==> src/rtl/stack_seq_if.sv <==
// Bundle between the stack sequencer, the decoder/register file and the 8-bit memory bus.
// The sequencer connects through the master modport; the surrounding logic uses the slave modport.
interface stack_seq_if;
  logic        start;
  logic        op;
  logic [1:0]  size;
  logic [1:0]  sel;
  logic [23:0] src;
  logic [15:0] S;
  logic [7:0]  DI;
  logic        RDY;
  logic [1:0]  reg_src;
  logic [1:0]  reg_dst;
  logic        reg_we;
  logic [23:0] dst;
  logic        push;
  logic        pull;
  logic [23:0] AB;
  logic [7:0]  DO;
  logic        WE;
  logic        busy;
  logic        done;

  modport master (
    input  start, op, size, sel, src, S, DI, RDY,
    output reg_src, reg_dst, reg_we, dst, push, pull, AB, DO, WE, busy, done
  );

  modport slave (
    output start, op, size, sel, src, S, DI, RDY,
    input  reg_src, reg_dst, reg_we, dst, push, pull, AB, DO, WE, busy, done
  );
endinterface

==> src/rtl/stack_seq.sv <==
// Stack sequencer: pushes or pulls an 8/16/24-bit register one byte per cycle.
// Optional STACK_PAGE1_EN: 6502-style stack, addresses confined to page 1 under STACK_HI.
module stack_seq #(
  parameter logic [7:0] STACK_HI = 8'h00
) (
  input logic         clk,
  input logic         rst_n,
  stack_seq_if.master bus
);
  // state | meaning
  // IDLE  | waiting for start; reg_src follows sel
  // PUSH  | one write per ready cycle, high byte first, S steps down
  // PULL  | one read per ready cycle, low byte first, S steps up
  // CAPT  | last read issued, waiting to capture its data
  // WB    | assembled value written to register file, done pulse
  // DONE  | done pulse after a push or a size-0 request
  typedef enum logic [2:0] {IDLE, PUSH, PULL, CAPT, WB, DONE} state_t;

  state_t      state_q, state_d;
  logic [1:0]  sel_q;
  logic [1:0]  cnt_q;
  logic [1:0]  idx_q;
  logic        pend_q;
  logic [23:0] data_q;
  logic [23:0] asm_q;
  logic [23:0] ab_q;
  logic [7:0]  do_q;

  logic        load;
  logic        issue_push;
  logic        issue_pull;
  logic        capture;
  logic [23:0] push_addr;
  logic [23:0] pull_addr;
  logic [23:0] ab_next;
  logic [7:0]  push_byte;

`ifdef STACK_PAGE1_EN
  logic [7:0] s_lo_inc;
  assign s_lo_inc  = bus.S[7:0] + 8'd1;
  assign push_addr = {STACK_HI, 8'h01, bus.S[7:0]};
  assign pull_addr = {STACK_HI, 8'h01, s_lo_inc};
`else
  logic [15:0] s_inc;
  assign s_inc     = bus.S + 16'd1;
  assign push_addr = {STACK_HI, bus.S};
  assign pull_addr = {STACK_HI, s_inc};
`endif

  always_comb begin
    push_byte = data_q[7:0];
    case (cnt_q)
      2'd2:    push_byte = data_q[23:16];
      2'd1:    push_byte = data_q[15:8];
      default: push_byte = data_q[7:0];
    endcase
  end

  always_comb begin
    state_d    = state_q;
    load       = 1'b0;
    issue_push = 1'b0;
    issue_pull = 1'b0;
    capture    = 1'b0;
    case (state_q)
      IDLE: begin
        if (bus.start) begin
          load = 1'b1;
          if (bus.size == 2'd0)
            state_d = DONE;
          else if (bus.op)
            state_d = PULL;
          else
            state_d = PUSH;
        end
      end
      PUSH: begin
        if (bus.RDY) begin
          issue_push = 1'b1;
          if (cnt_q == 2'd0)
            state_d = DONE;
        end
      end
      PULL: begin
        if (bus.RDY) begin
          issue_pull = 1'b1;
          capture    = pend_q;
          if (cnt_q == 2'd0)
            state_d = CAPT;
        end
      end
      CAPT: begin
        // The only read outstanding here is the final one.
        if (bus.RDY && pend_q) begin
          capture = 1'b1;
          state_d = WB;
        end
      end
      WB:      state_d = IDLE;
      DONE:    state_d = IDLE;
      default: state_d = IDLE;
    endcase
  end

  assign ab_next     = issue_push ? push_addr : pull_addr;
  assign bus.AB      = (issue_push || issue_pull) ? ab_next : ab_q;
  assign bus.DO      = issue_push ? push_byte : do_q;
  assign bus.WE      = issue_push;
  assign bus.push    = issue_push;
  assign bus.pull    = issue_pull;
  assign bus.reg_we  = (state_q == WB);
  assign bus.done    = (state_q == WB) || (state_q == DONE);
  assign bus.busy    = (state_q != IDLE);
  assign bus.reg_src = (state_q == IDLE) ? bus.sel : sel_q;
  assign bus.reg_dst = sel_q;
  assign bus.dst     = asm_q;

  always_ff @(posedge clk or negedge rst_n) begin
    if (!rst_n) begin
      state_q <= IDLE;
      sel_q   <= 2'd0;
      cnt_q   <= 2'd0;
      idx_q   <= 2'd0;
      pend_q  <= 1'b0;
      data_q  <= 24'd0;
      asm_q   <= 24'd0;
      ab_q    <= 24'd0;
      do_q    <= 8'd0;
    end else begin
      state_q <= state_d;
      if (load) begin
        sel_q  <= bus.sel;
        data_q <= bus.src;
        cnt_q  <= bus.size - 2'd1;
        idx_q  <= 2'd0;
        asm_q  <= 24'd0;
        pend_q <= 1'b0;
      end
      if (issue_push || issue_pull) begin
        cnt_q <= cnt_q - 2'd1;
        ab_q  <= ab_next;
      end
      if (issue_push)
        do_q <= push_byte;
      // A new issue re-arms pending even when the previous byte lands this cycle.
      if (issue_pull)
        pend_q <= 1'b1;
      else if (capture)
        pend_q <= 1'b0;
      if (capture) begin
        case (idx_q)
          2'd0:    asm_q[7:0]   <= bus.DI;
          2'd1:    asm_q[15:8]  <= bus.DI;
          default: asm_q[23:16] <= bus.DI;
        endcase
        idx_q <= idx_q + 2'd1;
      end
    end
  end
endmodule
==> src/flat_wrapper.sv <==
// flat-port wrapper written by rule: the top's interface ports become plain ports
module stack_seq_flat 
#(
  parameter logic [7:0] STACK_HI = 8'h00
)
  (clk, rst_n, bus_start, bus_op, bus_size, bus_sel, bus_src, bus_S, bus_DI, bus_RDY, bus_reg_src, bus_reg_dst, bus_reg_we, bus_dst, bus_push, bus_pull, bus_AB, bus_DO, bus_WE, bus_busy, bus_done);
  stack_seq_if bus_i ();
  input logic clk;
  input logic rst_n;
  input wire logic [$bits(bus_i.start)-1:0] bus_start;
  input wire logic [$bits(bus_i.op)-1:0] bus_op;
  input wire logic [$bits(bus_i.size)-1:0] bus_size;
  input wire logic [$bits(bus_i.sel)-1:0] bus_sel;
  input wire logic [$bits(bus_i.src)-1:0] bus_src;
  input wire logic [$bits(bus_i.S)-1:0] bus_S;
  input wire logic [$bits(bus_i.DI)-1:0] bus_DI;
  input wire logic [$bits(bus_i.RDY)-1:0] bus_RDY;
  output wire logic [$bits(bus_i.reg_src)-1:0] bus_reg_src;
  output wire logic [$bits(bus_i.reg_dst)-1:0] bus_reg_dst;
  output wire logic [$bits(bus_i.reg_we)-1:0] bus_reg_we;
  output wire logic [$bits(bus_i.dst)-1:0] bus_dst;
  output wire logic [$bits(bus_i.push)-1:0] bus_push;
  output wire logic [$bits(bus_i.pull)-1:0] bus_pull;
  output wire logic [$bits(bus_i.AB)-1:0] bus_AB;
  output wire logic [$bits(bus_i.DO)-1:0] bus_DO;
  output wire logic [$bits(bus_i.WE)-1:0] bus_WE;
  output wire logic [$bits(bus_i.busy)-1:0] bus_busy;
  output wire logic [$bits(bus_i.done)-1:0] bus_done;
  assign bus_i.start = bus_start;
  assign bus_i.op = bus_op;
  assign bus_i.size = bus_size;
  assign bus_i.sel = bus_sel;
  assign bus_i.src = bus_src;
  assign bus_i.S = bus_S;
  assign bus_i.DI = bus_DI;
  assign bus_i.RDY = bus_RDY;
  assign bus_reg_src = bus_i.reg_src;
  assign bus_reg_dst = bus_i.reg_dst;
  assign bus_reg_we = bus_i.reg_we;
  assign bus_dst = bus_i.dst;
  assign bus_push = bus_i.push;
  assign bus_pull = bus_i.pull;
  assign bus_AB = bus_i.AB;
  assign bus_DO = bus_i.DO;
  assign bus_WE = bus_i.WE;
  assign bus_busy = bus_i.busy;
  assign bus_done = bus_i.done;
  stack_seq #(.STACK_HI(STACK_HI)) u_core (.clk(clk), .rst_n(rst_n), .bus(bus_i));
endmodule
==> config.mk <==
export PLATFORM = sky130hd
export DESIGN_NAME = stack_seq_flat
export DESIGN_NICKNAME = d
export VERILOG_FILES = /design/src/rtl/stack_seq_if.sv /design/src/rtl/stack_seq.sv /design/src/flat_wrapper.sv
export SDC_FILE = /design/constraint.sdc
export NUM_CORES = 1
export LEC_CHECK = 0
export ABC_CLOCK_PERIOD_IN_PS = 4700
export CORE_UTILIZATION = 51
export DETAILED_ROUTE_END_ITERATION = 8
export PLACE_DENSITY_LB_ADDON = 0.08
export REMOVE_ABC_BUFFERS = 1
export SLEW_MARGIN = 20
export SYNTH_ARGS = -nofsm -noshare
export SYNTH_HDL_FRONTEND = slang
export SYNTH_SLANG_ARGS = --single-unit
==> constraint.sdc <==
create_clock -name clk -period 4.7 [get_ports clk]
set_clock_uncertainty 0.15 [all_clocks]
set_input_delay 0.94 -clock clk [delete_from_list [all_inputs] [get_ports clk]]
set_output_delay 0.94 -clock clk [all_outputs]
set_load 0.01 [all_outputs]
Word-level counts from Yosys, hierarchy flattened
Cells that the tools add are included.
{ "classes": {"n_mux": 34, "add_sub_neg": 4, "n_reduce_logical": 13, "eq_ne": 14} }
{ "ops": {"columns": ["operator", "n"], "rows": [
  ["$mux 24", 3],
  ["$mux 8", 4],
  ["$mux 3", 7],
  ["$add 16x1->16 const B", 1],
  ["$mux 16", 1],
  ["$pmux 8 s2", 1],
  ["$mux 2", 6],
  ["$pmux 3 s4", 1],
  ["$mux 1", 10],
  ["$eq 3x2->1 const B", 2],
  ["$eq 3x3->1 const B", 2],
  ["$logic_not 2->1", 3],
  ["$ne 2x1->1 const B", 3],
  ["$ne 2x2->1 const B", 3],
  ["$reduce_and 6->1", 1],
  ["$reduce_bool 3->1", 2],
  ["$eq 2x1->1 const B", 2],
  ["$reduce_bool 2->1", 2],
  ["$sub 2x1->2 const B", 2],
  ["$eq 3x1->1 const B", 1],
  ["$logic_not 3->1", 1],
  ["$add 2x1->2 const B", 1],
  ["$eq 2x2->1 const B", 1],
  ["$logic_or 1x1->1", 2],
  ["other kinds (3)", 3]
]} }
{ "word_totals": {"in_bits": 57, "word_cells": 74, "regBits": 90, "out_inout_bits": 66} }

Depth between registers and ports, before layout
{ "logic_depth": {"ltp_word": 5, "ltp_mapped": 7, "mapped_depth_nobuf": 6} }

Worst setup path before layout
Ideal clock, no wire load.
{ "synth_timing": {"path_kind": "input-to-output", "startpoint": "input port bus_RDY", "endpoint": "output port bus_AB[13]", "path_slack_ns": 1.465, "n_path_buf": 1, "required_ns": 3.610, "path_stages": 5, "arrival_ns": 2.145, "cell_sequence": "buf_2 > nand4bb_2 > nand2b_1 > or4_1 > a31oi_1"} }
{ "synth_via": {"elab_chain_len": 4, "elab_cells_between_ends": 6, "cone_classes": "mux (5); reduce/logical (1)"} }
{ "synth_lines": {"columns": ["item", "line", "rtl"], "rows": [
  ["start: declaration", "flat_wrapper.sv:17", "input wire logic [$bits(bus_i.RDY)-1:0] bus_RDY;"],
  ["$mux 1 (*)", "stack_seq.sv:78, stack_seq.sv:85", null],
  ["$mux 1", "stack_seq.sv:65", "case (state_q)"],
  ["$mux 16 or $logic_or 1x1->1 (tied branches)", "stack_seq.sv:105, stack_seq.sv:106", null],
  ["$mux 24 (*)", null, null],
  ["end: declaration", "flat_wrapper.sv:24", "output wire logic [$bits(bus_i.AB)-1:0] bus_AB;"]
]} }
Every way passes the cells marked *; elsewhere a longest branch is shown, timed or not.

Worst setup path in the final report
{ "layout_timing": {"startpoint": "input port bus_S[0]", "endpoint": "output port bus_AB[13]"} }
{ "layout_via": {"elab_chain_len": 3} }
{ "layout_lines": {"columns": ["item", "line", "rtl"], "rows": [
  ["start: declaration", "flat_wrapper.sv:15", "input wire logic [$bits(bus_i.S)-1:0] bus_S;"],
  ["$add 16x1->16", "stack_seq.sv:45", "assign s_inc = bus.S + 16'd1;"],
  ["$mux 16", "stack_seq.sv:105", "assign ab_next = issue_push ? push_addr : pull_addr;"],
  ["$mux 24", null, null]
]} }
Every way passes these cells.

==> results.yml <==
floorplan:
  die_height_um: 92.3
  std_cell_rows: 32
  dieArea_um2: 8510
  io_pins: 123
  core_area_um2: 7810
  initial_core_util_pct: 53.2
  die_x_um: 92.3
clocking:
  cts_buffers: 9
  cts_setup_buffers: 0
  cts_sinks: 90
  cts_root_buf: "clkbuf_8"
  cts_tree: "done"
  worstSkewPairLatency_ns: 0.35
  cts-resized-gates: 0
  ctsHoldBuffers: 0
  clk_path_buf_depth: 2
  htreeDepth: 3
  path_clk_slew_ns: 0.09
synth:
  synth_fa_ha_area_share_pct: 2.11
  synth-main-ff-cell: "dfrtp_1"
  synthArstFlopShare_pct: 100
  ys_seq_area_share_pct: 54.2
  synthXorXnorAreaFrac_pct: 1.69
  synth-edff-count: 0
  synth_area_leaders: "dfrtp_1 54%, nand2_1 14%, o21ai_0 5.3%"
  synthSimpleGateAreaFrac_pct: 25.6
  synth_cells: 466
  yosys.cell_types.count: 46
  synth_top_area_share_pct: 54.2
  synth_top_area_cell: "dfrtp_1"
  synth_top_family_by_area: "simple AND/OR/NAND/NOR gates"
  synth_area_um2: 4160
  synth.area.mux_share_pct: 1.32
  ys_seq_elements: 90
  synth_compound_area_share_pct: 11.1
  avgSynthCellArea_um2: 8.92
  yosys_warnings: 0
timing:
  slew_headroom_pct: 36.8
  hold_ws_ns: 0.327
  fin_ws_ns: 0.352
  fmax_mhz: 230
  rsz0062_at_grt: "no"
  maxSlewViolCount: 0
  final.setup.tns_ns: 0
  finalSetupViolations: 0
  hold_viol_final: 0
  worst_pin_slew_ns: 0.945
  period_minus_slack_ns: 4.35
  finalCritPeriodShare_pct: 92.5
route:
  routedWlPerCell_um: 13.9
  drc_errors: 0
  viasPerCell: 5.23
  drtIter0Drc: 126
  num_vias: 3570
  routed_wl_um: 9460
  postRouteAntennaNets: 0
  dr.pass1.iters: 4
final_layout:
  nFillCells: 630
  final_common_cell: "nand2_1"
  antennaDiodeCount: 0
  final_area_um2: 5630
  layout-area-overhead-vs-synth_pct: 35.5
  num-nets-final: 640
  layout_common_cells: "155 x nand2_1, 121 x clkdlybuf4s50_1, 90 x dfrtp_1, 44 x o21ai_0, 25 x nand3_1"
  final_cells: 683
  fin_util_pct: 72.1
  drive_above_1_share_pct: 5.16
run_status:
  outcome: "completed"
hold_path:
  hold_class: "reg2reg"
worst_setup_path:
  cpMaxStageDelayCell: "clkdlybuf4s50_1"
  cp_cell_sequence: "clkdlybuf4s50_1 -> nand3_1 -> nand2b_1 -> or4_1 -> a31oi_1 -> clkdlybuf4s50_1"
  crit_path_frequent_cell: "clkdlybuf4s50_1"
  crit_buf_inv: 2
  path_delay_family: "buffers and inverters"
  arrival_ns: 3.26
  crit_type: "in2out"
  cp-end-kind: "output pin"
  cp_data_required_time_ns: 3.61
  startpoint_type: "input pin"
  crit_fanout: 5
  slowest_delay_ns: 0.57
place:
  pre_cts_slack_ns: 0.373
  port_buffers: 122
  hpwl_um: 6570
  place_inst: 667
  gp_congestion: 0.854
  placed_cell_area_um2: 5450
global_route:
  antenna_found_initial: 0
  grt_overflow: 0
  grt_pass1_wl_um: 16100
  grt_pass1_vias: 3499
  track_usage_pct: 24.0
  grt_max_degree: 59
pwr:
  power_mw: 3.11
  ir_worst_vdd_v: 0.000321
  p_per_area_nw_per_um2: 553
  power_leakage_nw: 2.51
job:
  max_cap_violations: 0
[worst reg2reg max path: stages (launching register included)]
cell and delay (ns):
dfrtp_1 0.58, nor3_1 0.55, nand2_2 0.67, nand3_1 0.29
o211ai_1 0.12
[area by class of cell]
| type | count | area, um2 | share of cell area [%] |
|---|---|---|---|
| Inverter | 11 | 41.3 | 0.733 |
| Clock inverter | 5 | 38.8 | 0.689 |
| Sequential cell | 90 | 2250 | 40.0 |
| Timing Repair Buffer | 128 | 1280 | 22.8 |
| Tap cell | 102 | 128 | 2.27 |
| Multi-Input combinational cell | 336 | 1750 | 31.0 |
| Clock buffer | 11 | 141 | 2.51 |
[final timing paths]
path | startpoint | slack [ns] | cells past startpoint | endpoint
setup / recovery | bus_S[0] | 0.35 | 6 | bus_AB[13]
hold / removal | u_core.data_q[1] | 0.33 | 2 | u_core.data_q[1]
setup reg to reg | u_core.state_q[0] | 2.21 | 4 | u_core.cnt_q[0]
hold reg to reg | u_core.data_q[1] | 0.33 | 2 | u_core.data_q[1]
max in group asynchronous | rst_n | 3.38 | 2 | u_core.bus.dst[12]
min in group asynchronous | rst_n | 0.38 | 1 | u_core.ab_q[4]
[where the power goes]
| group | switching, mW | leakage (nW) | internal, mW | total (mW) |
|---|---|---|---|---|
| Sequential | 0.160 | 1.16 | 1.04 | 1.20 |
| Clock | 0.275 | 0.0782 | 0.209 | 0.483 |
| Combinational | 0.742 | 1.27 | 0.692 | 1.43 |
| Total | 1.18 | 2.51 | 1.94 | 3.11 |
[layer usage]
layer  GRT usage [%]  wire, um  vias to the layer above
met2            38.1      4440                      103
met4            8.59       139                        0
met5               0         0                        -
li1                -         -                     1781
met1            32.7      4340                     1673
met3            4.89       540                       13
[cell families after synthesis]
group	Yosys count
flops	90
mux	5
simple gates	238
xor+xnor	8
buf+inv	40
compound gates	78
fa+ha+maj	7
[registers in the layout, summed over array words and instances (netlist names)]
name and cells:
u_core.cnt_q 2, u_core.idx_q 2, u_core.ab_q 24, u_core.bus.dst 24
u_core.state_q 3, u_core.data_q 24, u_core.do_q 8, u_core.bus.reg_dst 2
u_core.pend_q 1
[synthesized netlist by cell type (all sizes together), types with 7 or more instances]
library cell  count
nand2           156
nor2             10
dfrtp            90
o21ai            44
and2             11
nor3              7
a22oi             8
buf              13
inv              11
a31oi             8
nand3            25
clkbuf           16
ha                7
Note: power is estimated with default switching activity, not from simulation.
